--- src/rtl/kt_pkg.sv ---
// Shared definitions for the KT sequential control unit: opcode encodings,
// FSM state type and the decoded-instruction bundle.
package kt_pkg;

  // Load/store opcodes occupy ir[7:5]; the low five bits are the RAM address.
  localparam logic [2:0] OP_LDA    = 3'b000;
  localparam logic [2:0] OP_LDB    = 3'b001;
  localparam logic [2:0] OP_STA    = 3'b010;

  // Immediate-carrying opcodes occupy ir[7:4]; ir[3:0] is the immediate.
  localparam logic [3:0] OP_LOW    = 4'b0110;
  localparam logic [3:0] OP_HIGH   = 4'b0111;
  localparam logic [3:0] OP_ALU    = 4'b1000;
  localparam logic [3:0] OP_JFWD   = 4'b1001;
  localparam logic [3:0] OP_JBACK  = 4'b1010;
  localparam logic [3:0] OP_SHIFTB = 4'b1011;
  localparam logic [3:0] OP_JBZ    = 4'b1100;

  // HALT is a full-byte match; the rest of the 1111xxxx space is NOP.
  localparam logic [7:0] OP_HALT   = 8'hFF;

  typedef enum logic [1:0] {
    ST_FETCH = 2'd0,
    ST_EXEC  = 2'd1,
    ST_MEM   = 2'd2,
    ST_HALT  = 2'd3
  } state_t;

  // One-hot operation class plus the 4-bit immediate. No flag set means NOP.
  typedef struct packed {
    logic       lda;
    logic       ldb;
    logic       sta;
    logic       low;
    logic       high;
    logic       alu;
    logic       jfwd;
    logic       jback;
    logic       shiftb;
    logic       jbz;
    logic       halt;
    logic [3:0] imm;
  } dec_t;

endpackage

--- src/rtl/kt_decode.sv ---
// Purely combinational instruction decoder: instruction register in,
// one-hot operation class flags and the low-nibble immediate out.
import kt_pkg::*;

module kt_decode (
  input  logic [7:0] ir,
  output dec_t       dec
);

  // Each class is a disjoint bit-pattern match, so at most one flag is set.
  assign dec.lda    = (ir[7:5] == OP_LDA);
  assign dec.ldb    = (ir[7:5] == OP_LDB);
  assign dec.sta    = (ir[7:5] == OP_STA);
  assign dec.low    = (ir[7:4] == OP_LOW);
  assign dec.high   = (ir[7:4] == OP_HIGH);
  assign dec.alu    = (ir[7:4] == OP_ALU);
  assign dec.jfwd   = (ir[7:4] == OP_JFWD);
  assign dec.jback  = (ir[7:4] == OP_JBACK);
  assign dec.shiftb = (ir[7:4] == OP_SHIFTB);
  assign dec.jbz    = (ir[7:4] == OP_JBZ);
  assign dec.halt   = (ir == OP_HALT);
  assign dec.imm    = ir[3:0];

endmodule

--- src/rtl/kt_seq_control.sv ---
// KT sequential control unit: fetch/execute FSM owning the program counter,
// instruction register and B register, with ready handshakes toward the
// instruction ROM and data RAM.
import kt_pkg::*;

module kt_seq_control #(
  parameter int DATA_W = 8,
  parameter int PC_W   = 8
) (
  input  logic              clk_i,
  input  logic              rst_i,
  input  logic [7:0]        instr_i,
  input  logic              instr_valid_i,
  output logic              fetch_o,
  output logic [PC_W-1:0]   pc_o,
  output logic [4:0]        ram_addr_o,
  output logic              ram_rd_o,
  input  logic              ram_ready_i,
  input  logic [DATA_W-1:0] ram_data_i,
  output logic              ram_wr_o,
  output logic              load_a_o,
  output logic              load_r_o,
  output logic [3:0]        alu_op_o,
  input  logic              zero_i,
  output logic [DATA_W-1:0] b_o,
  output logic              halted_o
);

  state_t            state, state_nxt;
  logic [PC_W-1:0]   pc, pc_nxt;
  logic [7:0]        ir, ir_nxt;
  logic [DATA_W-1:0] b, b_nxt;
  dec_t              dec;
  logic [PC_W-1:0]   pc_inc;
  logic [PC_W-1:0]   imm_pc;

  kt_decode u_decode (
    .ir  (ir),
    .dec (dec)
  );

  // All PC arithmetic is PC_W wide, so wrap-around is implicit.
  assign pc_inc = pc + 1'b1;
  assign imm_pc = PC_W'(dec.imm);

  // Next-state, next-register and strobe decode for the fetch/execute FSM.
  always_comb begin
    // NOTE: every signal written here gets a default first, so no path can infer a latch.
    state_nxt = state;
    pc_nxt    = pc;
    ir_nxt    = ir;
    b_nxt     = b;
    fetch_o   = 1'b0;
    ram_rd_o  = 1'b0;
    ram_wr_o  = 1'b0;
    load_a_o  = 1'b0;
    load_r_o  = 1'b0;
    halted_o  = 1'b0;

    case (state)
      ST_FETCH: begin
        fetch_o = 1'b1;
        if (instr_valid_i) begin
          ir_nxt    = instr_i;
          state_nxt = ST_EXEC;
        end
      end

      ST_EXEC: begin
        pc_nxt    = pc_inc;
        state_nxt = ST_FETCH;
        if (dec.lda || dec.ldb) begin
          // The PC advances only once the load completes in MEM.
          ram_rd_o  = 1'b1;
          pc_nxt    = pc;
          state_nxt = ST_MEM;
        end
        if (dec.sta)    ram_wr_o = 1'b1;
        if (dec.alu)    load_r_o = 1'b1;
        if (dec.low)    b_nxt[3:0] = dec.imm;
        if (dec.high)   b_nxt[DATA_W-1 -: 4] = dec.imm;
        if (dec.shiftb) b_nxt = {b[DATA_W-5:0], dec.imm};
        if (dec.jfwd)   pc_nxt = pc_inc + imm_pc;
        if (dec.jback)  pc_nxt = pc - imm_pc;
        if (dec.jbz && zero_i) pc_nxt = pc - imm_pc;
        if (dec.halt) begin
          pc_nxt    = pc;
          state_nxt = ST_HALT;
        end
      end

      ST_MEM: begin
        // Address comes straight from ir, so it is held for the whole wait.
        ram_rd_o = 1'b1;
        if (ram_ready_i) begin
          load_a_o  = dec.lda;
          if (dec.ldb) b_nxt = ram_data_i;
          pc_nxt    = pc_inc;
          state_nxt = ST_FETCH;
        end
      end

      ST_HALT: begin
        halted_o = 1'b1;
      end

      default: begin
        state_nxt = ST_FETCH;
      end
    endcase
  end

  // State, PC, IR and B registers with synchronous reset.
  always_ff @(posedge clk_i) begin
    // NOTE: non-blocking assignments make every register sample pre-edge values.
    if (rst_i) begin
      state <= ST_FETCH;
      pc    <= '0;
      ir    <= '0;
      b     <= '0;
    end else begin
      state <= state_nxt;
      pc    <= pc_nxt;
      ir    <= ir_nxt;
      b     <= b_nxt;
    end
  end

  assign pc_o       = pc;
  assign ram_addr_o = ir[4:0];
  assign alu_op_o   = ir[3:0];
  assign b_o        = b;

endmodule

--- config.mk ---
export PLATFORM = sky130hd
export DESIGN_NAME = kt_seq_control
export DESIGN_NICKNAME = d
export VERILOG_FILES = /design/src/rtl/kt_pkg.sv /design/src/rtl/kt_decode.sv /design/src/rtl/kt_seq_control.sv
export SDC_FILE = /design/constraint.sdc
export NUM_CORES = 1
export LEC_CHECK = 0
export CORE_MARGIN = 4
export CORE_UTILIZATION = 40
export CTS_CLUSTER_DIAMETER = 80
export DETAILED_ROUTE_END_ITERATION = 6
export PLACE_DENSITY = 0.79
export SETUP_SLACK_MARGIN = 0.15
export SKIP_LAST_GASP = 1
export SYNTH_ARGS = -nofsm -noshare
export SYNTH_HDL_FRONTEND = slang
export SYNTH_SLANG_ARGS = --single-unit
export TNS_END_PERCENT = 20
--- constraint.sdc ---
create_clock -name clk_i -period 2.03 [get_ports clk_i]
set_input_delay 0.406 -clock clk_i [delete_from_list [all_inputs] [get_ports clk_i]]
set_output_delay 0.406 -clock clk_i [all_outputs]
set_load 0.02 [all_outputs]
# Yosys cells after proc, flatten, opt, wreduce, memory -nomap -nowiden
# Index checks and enable logic that the tools add are counted.
# op_classes
n_addsub	3
n_eq_ne	20
n_mux	28
n_reduce_logical	11
# op_table
operator	n
8-bit two-way mux	9
8-bit case mux with 2 select lines	2
4-bit equality test, second input constant	5
4-bit AND reduction	3
1-bit two-way mux	9
8-bit by 1-bit adder with 8-bit output, second input constant	1
8-bit by 4-bit adder with 8-bit output	1
4-bit by 3-bit equality test with 1-bit output, second input constant	2
8-bit equality test, second input constant	1
2-bit two-way mux	4
4-bit two-way mux	2
2-bit inequality test, second input constant	4
8-bit by 4-bit subtractor with 8-bit output	1
3-bit inequality test, second input constant	2
2-bit case mux with 3 select lines	1
5-bit inequality test, second input constant	1
2-bit equality test, second input constant	2
3-bit by 1-bit equality test with 1-bit output, second input constant	1
3-bit by 2-bit equality test with 1-bit output, second input constant	1
3-bit zero test	1
3-bit AND reduction	1
3-bit nonzero test	1
2-bit by 1-bit equality test with 1-bit output, second input constant	1
2-bit zero test	1
other kinds (5)	5
# totals
ff_bits	26
inputBits	21
out_inout_bits	31
word_cells	67

# Logic depth before layout (Yosys ltp)
# Gate-level depths: netlist (run 1).
# logic_depth
word_depth	8
depth_mapped	11
mapped_depth_nobuf	10

# By module
# Synthesis (run 1) repeated with hierarchy kept, for this count alone.
# unflattened
cells_unflattened	296
hier_area_um2	2304.7
# by_module_without_submodules
module	instances	cells_each	area_each_um2
kt_seq_control	1	275	2175.8
kt_decode	1	21	128.9

# Worst setup path after synthesis (run 1)
# Ideal clock, no wire load.
# synth_timing
kind	register -> register
startpoint	register pc[2] (netlist: pc_o[2])
endpoint	register pc[7] (netlist: pc_o[7])
setup_ns	0.134
t_arrival_ns	2.289
required_time_ns	1.896
setup_slack_ns	-0.393
path_stages_with_launch	11
period_less_slack_ns	2.423
cell_sequence	dfxtp_1 clkbuf_1 nand3_1 xnor2_1 ha_1 o21ai_0 o21bai_1 o2111ai_2 or3_1 a21oi_1 o32ai_1
# synth_between
elab_chain_cells	7
elab_cells_between_ends	10
# synth_rtl
item	line_no	rtl
start, declared	kt_seq_control.sv:30	logic [PC_W-1:0] pc, pc_nxt;
start signal, assigned	kt_seq_control.sv:123	pc <= pc_nxt;
8-bit by 1-bit adder with 8-bit output	kt_seq_control.sv:43	assign pc_inc = pc + 1'b1;
8-bit by 4-bit adder with 8-bit output / 8-bit two-way mux (equally long branches)	kt_seq_control.sv:83, kt_seq_control.sv:72	
8-bit two-way mux	kt_seq_control.sv:83	if (dec.jfwd) pc_nxt = pc_inc + imm_pc;
8-bit two-way mux	kt_seq_control.sv:84	if (dec.jback) pc_nxt = pc - imm_pc;
8-bit two-way mux	kt_seq_control.sv:85	if (dec.jbz && zero_i) pc_nxt = pc - imm_pc;
8-bit two-way mux	kt_seq_control.sv:86	if (dec.halt) begin
8-bit case mux with 2 select lines (*)	kt_seq_control.sv:60	case (state)
# Mark *: on every way between the ends. The rest lies on a longest branch, timed or not. The select of a mux whose other input is x is not followed.
# A chain may end at the register's enable or synchronous reset.

# Worst setup path after layout (run 1)
# layout_timing
startpoint	register pc[0] (netlist: pc_o[0])
endpoint	register pc[6] (netlist: pc_o[6])
# The elaborated chain is that of the path after synthesis.

==> results.md, run 1 <==
- The global-route total usage across every layer is 19.6%.
- The worst-case clock skew is 0.00878 ns.
- The repair_antennas step left the layout with diodes totalling 0.
- The clock-pin slew on the worst setup and hold paths is 0.10 ns.
- Across all layers, the routed design uses 2,358 vias.
- The die area is 0.00670 sq mm.
- The clock root buffer is clkbuf_8.
- The TritonCTS clock tree is built.
- Across the VDD grid, the largest voltage drop is 0.446 mV.
- From left edge to right edge, the die measures 81.9 microns.
- STA classifies the critical path startpoint as a register.
- The share of post-route cells with drive strength above 1 is 27.5%.
- The worst hold endpoint is b_o[4].
- The placement row count is 26.
- The maximum buffer depth of the clock tree is 2.
- Sorting the synthesized cells by area gives the leading types as dfxtp_1, ha_1, mux2i_1.
- The initial antenna violation count is 0.
- Counting instances, the worst hold path has a depth of 2.
- The checks that failed: setup timing.
- The worst setup slack for register-to-register paths is -0.07 ns.
- The detail-routed net length per standard cell is 16.4 microns.
- In this run the worst path has a maximum fanout of 4.
- The path class of the lowest-slack min-delay path is register to register.
- The number of nets handed over by synthesis was 315.
- The number of clock sinks is 26.
- The most used flip-flop cell after synthesis is dfxtp_1.
- In the layout the commonest cells are clkdlybuf4s50_1, buf_4, nand2_1, a21oi_1, nor2_1.
- The critical path goes through ha_4 -> xor2_1 -> ha_2 -> buf_4 -> buf_6 -> nand3_4 -> a21oi_4 -> nand2b_4 -> o211ai_1 -> o41ai_2 -> o21ai_1.
- Setup repair after global routing could not meet its margin everywhere.
- The portion of the post-synthesis area used by sequential elements is 23.8%.
- At the end of routability-driven placement, the weighted congestion stood at 0.890.
- The final-report max-slew violation count came to 0.
- The power density over cell area is 573 mW/mm^2.
- The total cell area at the placement stage is 0.00300 sq mm.
- The maximum clock rate is 477 MHz.
- Dividing the final minimum period by the clock period gives 103%.
- The initial standard-cell utilization of the core is 41.9%.
- The floorplan die height is 81.9 microns.
- The worst register-to-register path begins at pc_o[0].
- The count of max-cap constraint violations is 0.
- The count of H-tree levels built during CTS is 1.
- The leakage power is 1.25 nW.
- Hold is met by 0.504 ns.
- Before CTS, the worst setup slack after placement is -0.149 ns.
- The mapped netlist covers 0.00218 sq mm.
- For the worst setup path, the data required time is 2.25 ns.
- Yosys mapped the design onto 54 distinct sky130hd cell types.
- The slew at the pin closest to its max-slew limit is 0.443 ns.
- The final-report hold violation count came to 0.
- The launch point of the worst hold path is b_o[4].
- Relative to the synthesized area, the layout overhead comes to 49.7%.
- STA classifies the critical path endpoint as a register.
- After synthesis, the share of flip-flops with an asynchronous set or reset is 0%.
- The cell type of the slowest stage on the worst timing path is dfxtp_4.
- The total wirelength of the detailed-routed design is 6930 microns.
- The post-synthesis cell count is 278.
- Clock tree synthesis inserted a total of 3 buffers.
- For this block, the initial DRC count from the detailed router was 130.
- The endpoint of the most critical register-to-register path is pc_o[6].
- The total I/O pin count is 52.
- The final critical-path setup slack is -0.0668 ns.
- The routed design could run at a clock period as short as 2.10 ns.
- The run finished, with violations left.
- The most frequent standard cell in the layout excluding fill and tap cells is clkdlybuf4s50_1.
- The worst pin sits at a relative slew slack of 70.3%.
- The total of buffers placed on input and output ports is 51.
- The insertion delay of the later-clocked pin in the worst-skew pair is 0.28 ns.
- The net count reported at finish is 391.
- The first global-routing pass estimated 10,400 microns of wire.
- The fraction of synthesized cell area taken by the top area cell type is 23.8%.
- The core region is 0.00520 sq mm.
- The startpoint-to-endpoint class of the critical path is register to register.
- The critical path data arrival time is 2.32 ns.
- The number of global-route vias before repair is 2,281.
- After filler insertion, the fill cell instance count of the layout stands at 424.
- The synthesized design contains 26 register bits.
- The per-cell via count in the routed design is 5.57.
- The final sum of negative setup slack is -0.334 ns.
- The delay contributed by the slowest stage of the critical path is 0.38 ns.
- The HPWL after detailed placement is 4870 microns.
- In this run the remaining antenna-violating nets after routing total 0.
- The synthesized design contains 0 enable-type register cells.
- After synthesis, the mean cell area works out to 7.85 sq um.
- Cells fill 62.8% of the core in the end.
- The number of search-and-repair iterations in the first detailed-routing pass is 4.
- The leftover overflow at the end of global routing is 0.
- Entering global routing, the biggest net connects 26 pins.
- The Yosys step of the flow raised 0 warnings.
- Setup violations remaining at the end of the flow were counted as 6.
- The summed area of non-filler cells in the final layout is 0.00327 sq mm.
- The number of cells traversed by the worst register-to-register path is 11.
- For this run, design rule violations remaining after detail routing come to 0.
- dfxtp_1 takes more of the synthesized area than any other cell.
==> where the power goes <==
group	internal (mW)	switching, mW
registers	0.557	0.0524
clock network	0.136	0.181
logic	0.464	0.483
total	1.16	0.716
==> area by class of cell <==
cell class              count  area (sq um)  area share [%]
clock buffers               3          41.3            1.26
clock inverters             1          3.75           0.115
inverters                  11          43.8            1.34
multi-input cells         215          1680            51.4
flip-flops and latches     26           536            16.4
well taps                  70          87.6            2.68
repair buffers             97           877            26.8
==> registers in the layout, summed over array words and instances, names as in the netlist <==
name	count
pc_o	8
b_o	8
state	2
ir	8
==> synth_stat cells (2+ instances only) <==
| master | n |
|---|---|
| nand4_1 | 2 |
| fa_1 | 2 |
| nor4_1 | 2 |
| nor2b_1 | 3 |
| inv_1 | 11 |
| nand2_1 | 24 |
| ha_1 | 14 |
| nor2_1 | 23 |
| nand3_1 | 14 |
| dfxtp_1 | 26 |
| buf_2 | 2 |
| or3_1 | 5 |
| nor3_1 | 7 |
| xnor2_1 | 7 |
| a211oi_1 | 8 |
| a21oi_1 | 27 |
| buf_4 | 10 |
| and4_1 | 2 |
| buf_1 | 2 |
| xor2_1 | 4 |
| o21bai_1 | 2 |
| nand2b_1 | 8 |
| mux2i_1 | 14 |
| a22oi_1 | 3 |
| o21ai_0 | 15 |
| a21o_1 | 3 |
| clkbuf_1 | 11 |
==> worst max-delay path: cells and delay by family, from the launching register on <==
| family | cells | cell delay (ns) |
|---|---|---|
| AND/OR/NAND/NOR | 2 | 0.16 |
| buffers and inverters | 2 | 0.22 |
| XOR/XNOR | 1 | 0.14 |
| flip-flops | 1 | 0.38 |
| AO/OA/AOI/OAI | 4 | 0.65 |
| adder cells (fa/ha/maj) | 2 | 0.51 |
==> metal layers <==
layer	track usage, %	up-vias	part of all wire [%]
met5	0	-	0
met4	5.48	0	2.6
met3	2.63	19	5.2
met2	37.2	81	51
met1	22.5	1119	41
li1	-	1139	-
==> worst max path at each step <==
stage | from | slack, ns | cells after the start | end
after global routing | pc_o[0] | -0.17 | 9 | pc_o[2]
after CTS | state[1] | -0.05 | 5 | ram_rd_o
after detailed placement | ram_ready_i | -0.15 | 4 | load_a_o
final | pc_o[0] | -0.07 | 11 | pc_o[6]
after global placement | ram_ready_i | -0.13 | 4 | load_a_o
after floorplan | pc_o[2] | -0.07 | 10 | pc_o[7]
==> cell families after synthesis <==
group	share of synthesized area (%)
simple gates	24.4
mux	6.42
buf+inv	8.54
compound gates	22.6
fa+ha+maj	9.86
xor+xnor	4.41
flops	23.8
==> per-stage QoR <==
step | std cells | total power, mW
floorplan | 278 | 1.10
global placement | 415 | 1.39
detailed placement | 415 | 1.41
CTS | 420 | 1.75
global route | 423 | 1.98
finish | 423 | 1.87
==> timing repair <==
action,in CTS,in global routing
endpoints found under the setup margin,26,33
gates resized for setup,30,33
hold buffers,0,0
pin swaps,8,16
buffers inserted,1,3
Power figures use the tool's default switching activity.
==> inputs of run 2 (changes only) <==
--- a/config.mk
+++ b/config.mk
@@ -5,14 +5,15 @@
 export SDC_FILE = /design/constraint.sdc
 export NUM_CORES = 1
 export LEC_CHECK = 0
-export CORE_MARGIN = 4
 export CORE_UTILIZATION = 40
 export CTS_CLUSTER_DIAMETER = 80
 export DETAILED_ROUTE_END_ITERATION = 6
-export PLACE_DENSITY = 0.79
+export GPL_TIMING_DRIVEN = 0
+export PLACE_DENSITY = 0.78
 export SETUP_SLACK_MARGIN = 0.15
 export SKIP_LAST_GASP = 1
 export SYNTH_ARGS = -nofsm -noshare
 export SYNTH_HDL_FRONTEND = slang
+export SYNTH_HIERARCHICAL = 1
 export SYNTH_SLANG_ARGS = --single-unit
 export TNS_END_PERCENT = 20
==> results.md, run 2 <==
- The critical path's most frequent cell is a21oi_1.
- The global-route total usage across every layer is 22.5%.
- The worst-case clock skew is 0.00307 ns.
- The cell depth of the worst min-delay path is 2.
- The clock network fraction of design power is 18.1%.
- The count of H-tree levels built during CTS is 1.
- The leftover overflow at the end of global routing is 0.
- The initial standard-cell utilization of the core is 41.6%.
- The worst setup path is captured at a register.
- The relative contribution of combinational cells to total power is 50.7%.
- The fraction of synthesized area in multiplexers is 7.49%.
- The die area is 0.00607 sq mm.
- The detail route stage leaves a number of antenna-violating nets equal to 0.
- The post-route clock period utilization is 107%.
- Subtracting the final worst setup slack from the clock period gives 2.17 ns.
- The power density over cell area is 588 mW/mm^2.
- The signed area change from the synthesized netlist to the final layout is 49.7%.
- At the end of routability-driven placement, the weighted congestion stood at 0.894.
- The largest total area in the synthesized netlist belongs to dfxtp_1.
- STA classifies the critical path startpoint as a register.
- By area the synthesized netlist is led by dfxtp_1, ha_1, mux2i_1.
- Setup violations remaining at the end of the flow were counted as 6.
- The per-cell via count in the routed design is 5.78.
- Summed over all layers, the routed wires come to 7210 microns.
- The tool flagged a number of max-cap violations equal to 0.
- The xor and xnor fraction of the mapped netlist area is 2.28%.
- The longest clock path from root to sink contains 2 buffers.
- Summing all placed instances gives a cell area of 0.00292 sq mm.
- The library cells used most frequently in the layout, excluding fill and tap cells, are clkdlybuf4s50_1, buf_4, nand2_1, a21oi_1, nor2_1.
- The worst setup timing slack at the placement stage is -0.436 ns.
- The compound-cell area share of the yosys netlist is 25.3%.
- The final reports fail on setup timing.
- Fill cells in the final layout number 472.
- The die is 77.9 microns tall.
- The floorplan step defined a core boundary enclosing 0.00554 sq mm.
- The most frequent standard cell in the layout excluding fill and tap cells is clkdlybuf4s50_1.
- The insertion delay of the later-clocked pin in the worst-skew pair is 0.28 ns.
- The DRC violation count after routing is 0.
- In this run the most critical hold path is launched from ir[2].
- The placement row count is 27.
- The worst slew margin relative to its limit is 57.4%.
- The worst hold path belongs to the class register to register.
- The net count reported at finish is 410.
- The CTS buffer count is 3.
- The critical path is of the register to register type.
- The number of cells on the worst reg-to-reg path is 9.
- Among all flip-flop cells after synthesis, the most frequent one is dfxtp_1.
- Detailed placement ended at an HPWL of 4720 microns.
- The worst setup slack for register-to-register paths is -0.14 ns.
- The summed area of non-filler cells in the final layout is 0.00345 sq mm.
- The flow ran to the end, but the final reports show violations.
- The clock drives 26 sinks.
- Based on the critical path, the design can be clocked at up to 461 MHz.
- The mean instance size in the synthesized netlist is 7.79 sq um.
- The die span in x is 77.9 microns.
- The tightest hold path in the finished design has a slack of 0.501 ns.
- The fraction of synthesized cell area taken by the top area cell type is 22.6%.
- The number of global-route vias before repair was 2,404.
- After Yosys synthesis, full adders, half adders and majority gates account for 9.34% of the synthesized area.
- The number of buffers inserted for hold repair after clock tree synthesis is 0.
- The first global-routing pass estimated 11,000 microns of wire.
- The routed layout has 2,566 vias.
- The initial antenna violation count is 0.
- After synthesis, the share of flip-flops with an asynchronous set or reset is 0%.
- The number of buffer and inverter instances along the worst setup path is 2.
- Data arrives at the worst endpoint at 2.35 ns.
- Entering global routing, the biggest net connects 15 pins.
- The final critical-path setup slack is -0.140 ns.
- The post-synthesis cell count is 296.
- Net switching is 39.0% of the power.
- The internal power contribution is 1.24 mW.
- The number of search-and-repair iterations in the first detailed-routing pass is 5.
- The leakage power is 1.31 nW.
- The net count of the mapped netlist is 333.
- The final sum of negative setup slack is -0.457 ns.
- The total of buffers placed on input and output ports is 49.
- Setup repair after global routing could not meet its margin everywhere.
- The post-route netlist has 30.9% of its cells at a drive strength greater than 1.
- The startpoint identified for the worst register-to-register timing path is pc_o[0].
- The kind of cell with the highest combined delay along the critical path is compound AO/OA/AOI/OAI gates.
- The mapped netlist covers 0.00230 sq mm.
- By area, the combinational part of the netlist is dominated by compound AO/OA/AOI/OAI gates.
- The TritonCTS clock tree is built.
- The path with the worst hold slack has its endpoint at ir[2].
- Counting flops with a built-in enable in the synthesized netlist gives 0.
- The clock root buffer is clkbuf_8.
- Counting distinct cell types in the post-synthesis netlist gives 59.
- The number of antenna diodes in the final layout is 0.
- On the worst path, the slowest cell contributes a delay of 0.39 ns.
- The cell type of the slowest stage on the worst timing path is dfxtp_4.
- The worst register-to-register path ends at pc_o[4].
- Pin placement for this block handled 52 I/O pins.
- In this run, the number of DRC markers left after iteration 0 of detailed routing was 218.
- The detail-routed net length per standard cell is 16.2 microns.
- The post-synthesis share of cell area spent on and, or, nand and nor gates is 23.9%.
- Yosys printed 6 warnings.
- Measured on the finished design, the core utilization comes to 62.3%.
- VDD sags by at most 0.294 mV.
- Clock-pin slew was measured on the worst setup and hold paths at 0.10 ns.
- The final-report max-slew violation count is 0.
- By count the netlist is led by a21oi_1, dfxtp_1, nand2_1.
- The maximum fanout along the worst path is 5.
- Data on the critical path is required at its endpoint by 2.21 ns.
- Walking the worst path, the cells encountered are inv_4 -> ha_4 -> inv_2 -> fa_2 -> a21o_1 -> a21oi_1 -> a21oi_1 -> a211oi_2 -> mux2_4.
- At the pin with the least slew margin, the transition time is 0.639 ns.
- For this design the total switching power over the nets is 0.791 mW.
- In this run, flip-flops and latches consume 31.2% of the power.
- The portion of the post-synthesis area used by sequential elements is 22.6%.
- In this run, synthesis produced a sequential element count of 26.
- The final-report hold violation count is 0.
==> run 2: cell types whose count changed in the layout (fill, tap and decap cells not counted), sizes merged, moves of 3 or more <==
cell,change
a22oi,-3
and2,+5
buf,-4
clkbuf,+11
nand2,+3
nand3,+3
nor3b,+3
o21a,+3
o31ai,+4
xnor2,-4
==> run 2: power groups by stage <==
stage	clock, mW	sequential [mW]	combinational (mW)
after floorplan	0	0.675	0.496
after global placement	0	0.646	0.785
after detailed placement	0	0.648	0.799
after CTS	0.365	0.631	0.902
after global routing	0.389	0.643	1.10
final	0.367	0.633	1.03
==> run 2: timing repair <==
action,in CTS,in global routing
buffers inserted,12,11
gates cloned,0,0
gates resized for setup,48,48
pin swaps,11,20
endpoints found under the hold margin,0,0
setup endpoints to repair,22,28
==> run 2: worst max-delay path by stage <==
stage	from	endpoint	slack (ns)	cells after the start
global placement	ir[6]	pc_o[7]	-0.44	9
global route	ir[1]	pc_o[7]	-0.22	8
CTS	ir[1]	pc_o[7]	-0.09	8
floorplan	pc_o[0]	pc_o[4]	-0.06	6
finish	pc_o[0]	pc_o[4]	-0.14	9
detailed placement	ir[6]	pc_o[4]	-0.44	8
==> run 2: stage by stage <==
stage	power, mW	instances
global placement	1.43	417
CTS	1.90	433
finish	2.03	444
global route	2.13	444
detailed placement	1.45	417
floorplan	1.17	296
==> run 2: layer usage <==
metal | global-route usage, % | routed length (microns) | vias up
li1 | - | - | 1216
met1 | 27.7 | 3000 | 1215
met2 | 38.9 | 3690 | 111
met3 | 4.00 | 398 | 24
met4 | 8.15 | 117 | 0
met5 | 0 | 0 | -
==> run 2: worst register-to-register path, delay by kind of cell (launching register included) <==
| kind | cells | cell delay [ns] |
|---|---|---|
| AOI/OAI and AO/OA | 4 | 0.72 |
| DFF | 1 | 0.39 |
| buffers and inverters | 2 | 0.12 |
| muxes | 1 | 0.32 |
| adders and majority gates | 2 | 0.52 |
==> run 2: logic make-up after synthesis <==
kind of cell    after synthesis
buf+inv                      41
xor+xnor                      6
flops                        26
compound gates               84
simple gates                106
fa+ha+maj                    16
mux                          17
==> run 2: final cells by class <==
class,instances,area (sq um),area share (%)
Multi-Input combinational cell,229,1840,53.3
Timing Repair Buffer,72,658,19.1
Sequential cell,26,548,15.9
Buffer,29,205,5.95
Tap cell,72,90.1,2.61
Clock buffer,4,55.1,1.60
Inverter,12,53.8,1.56
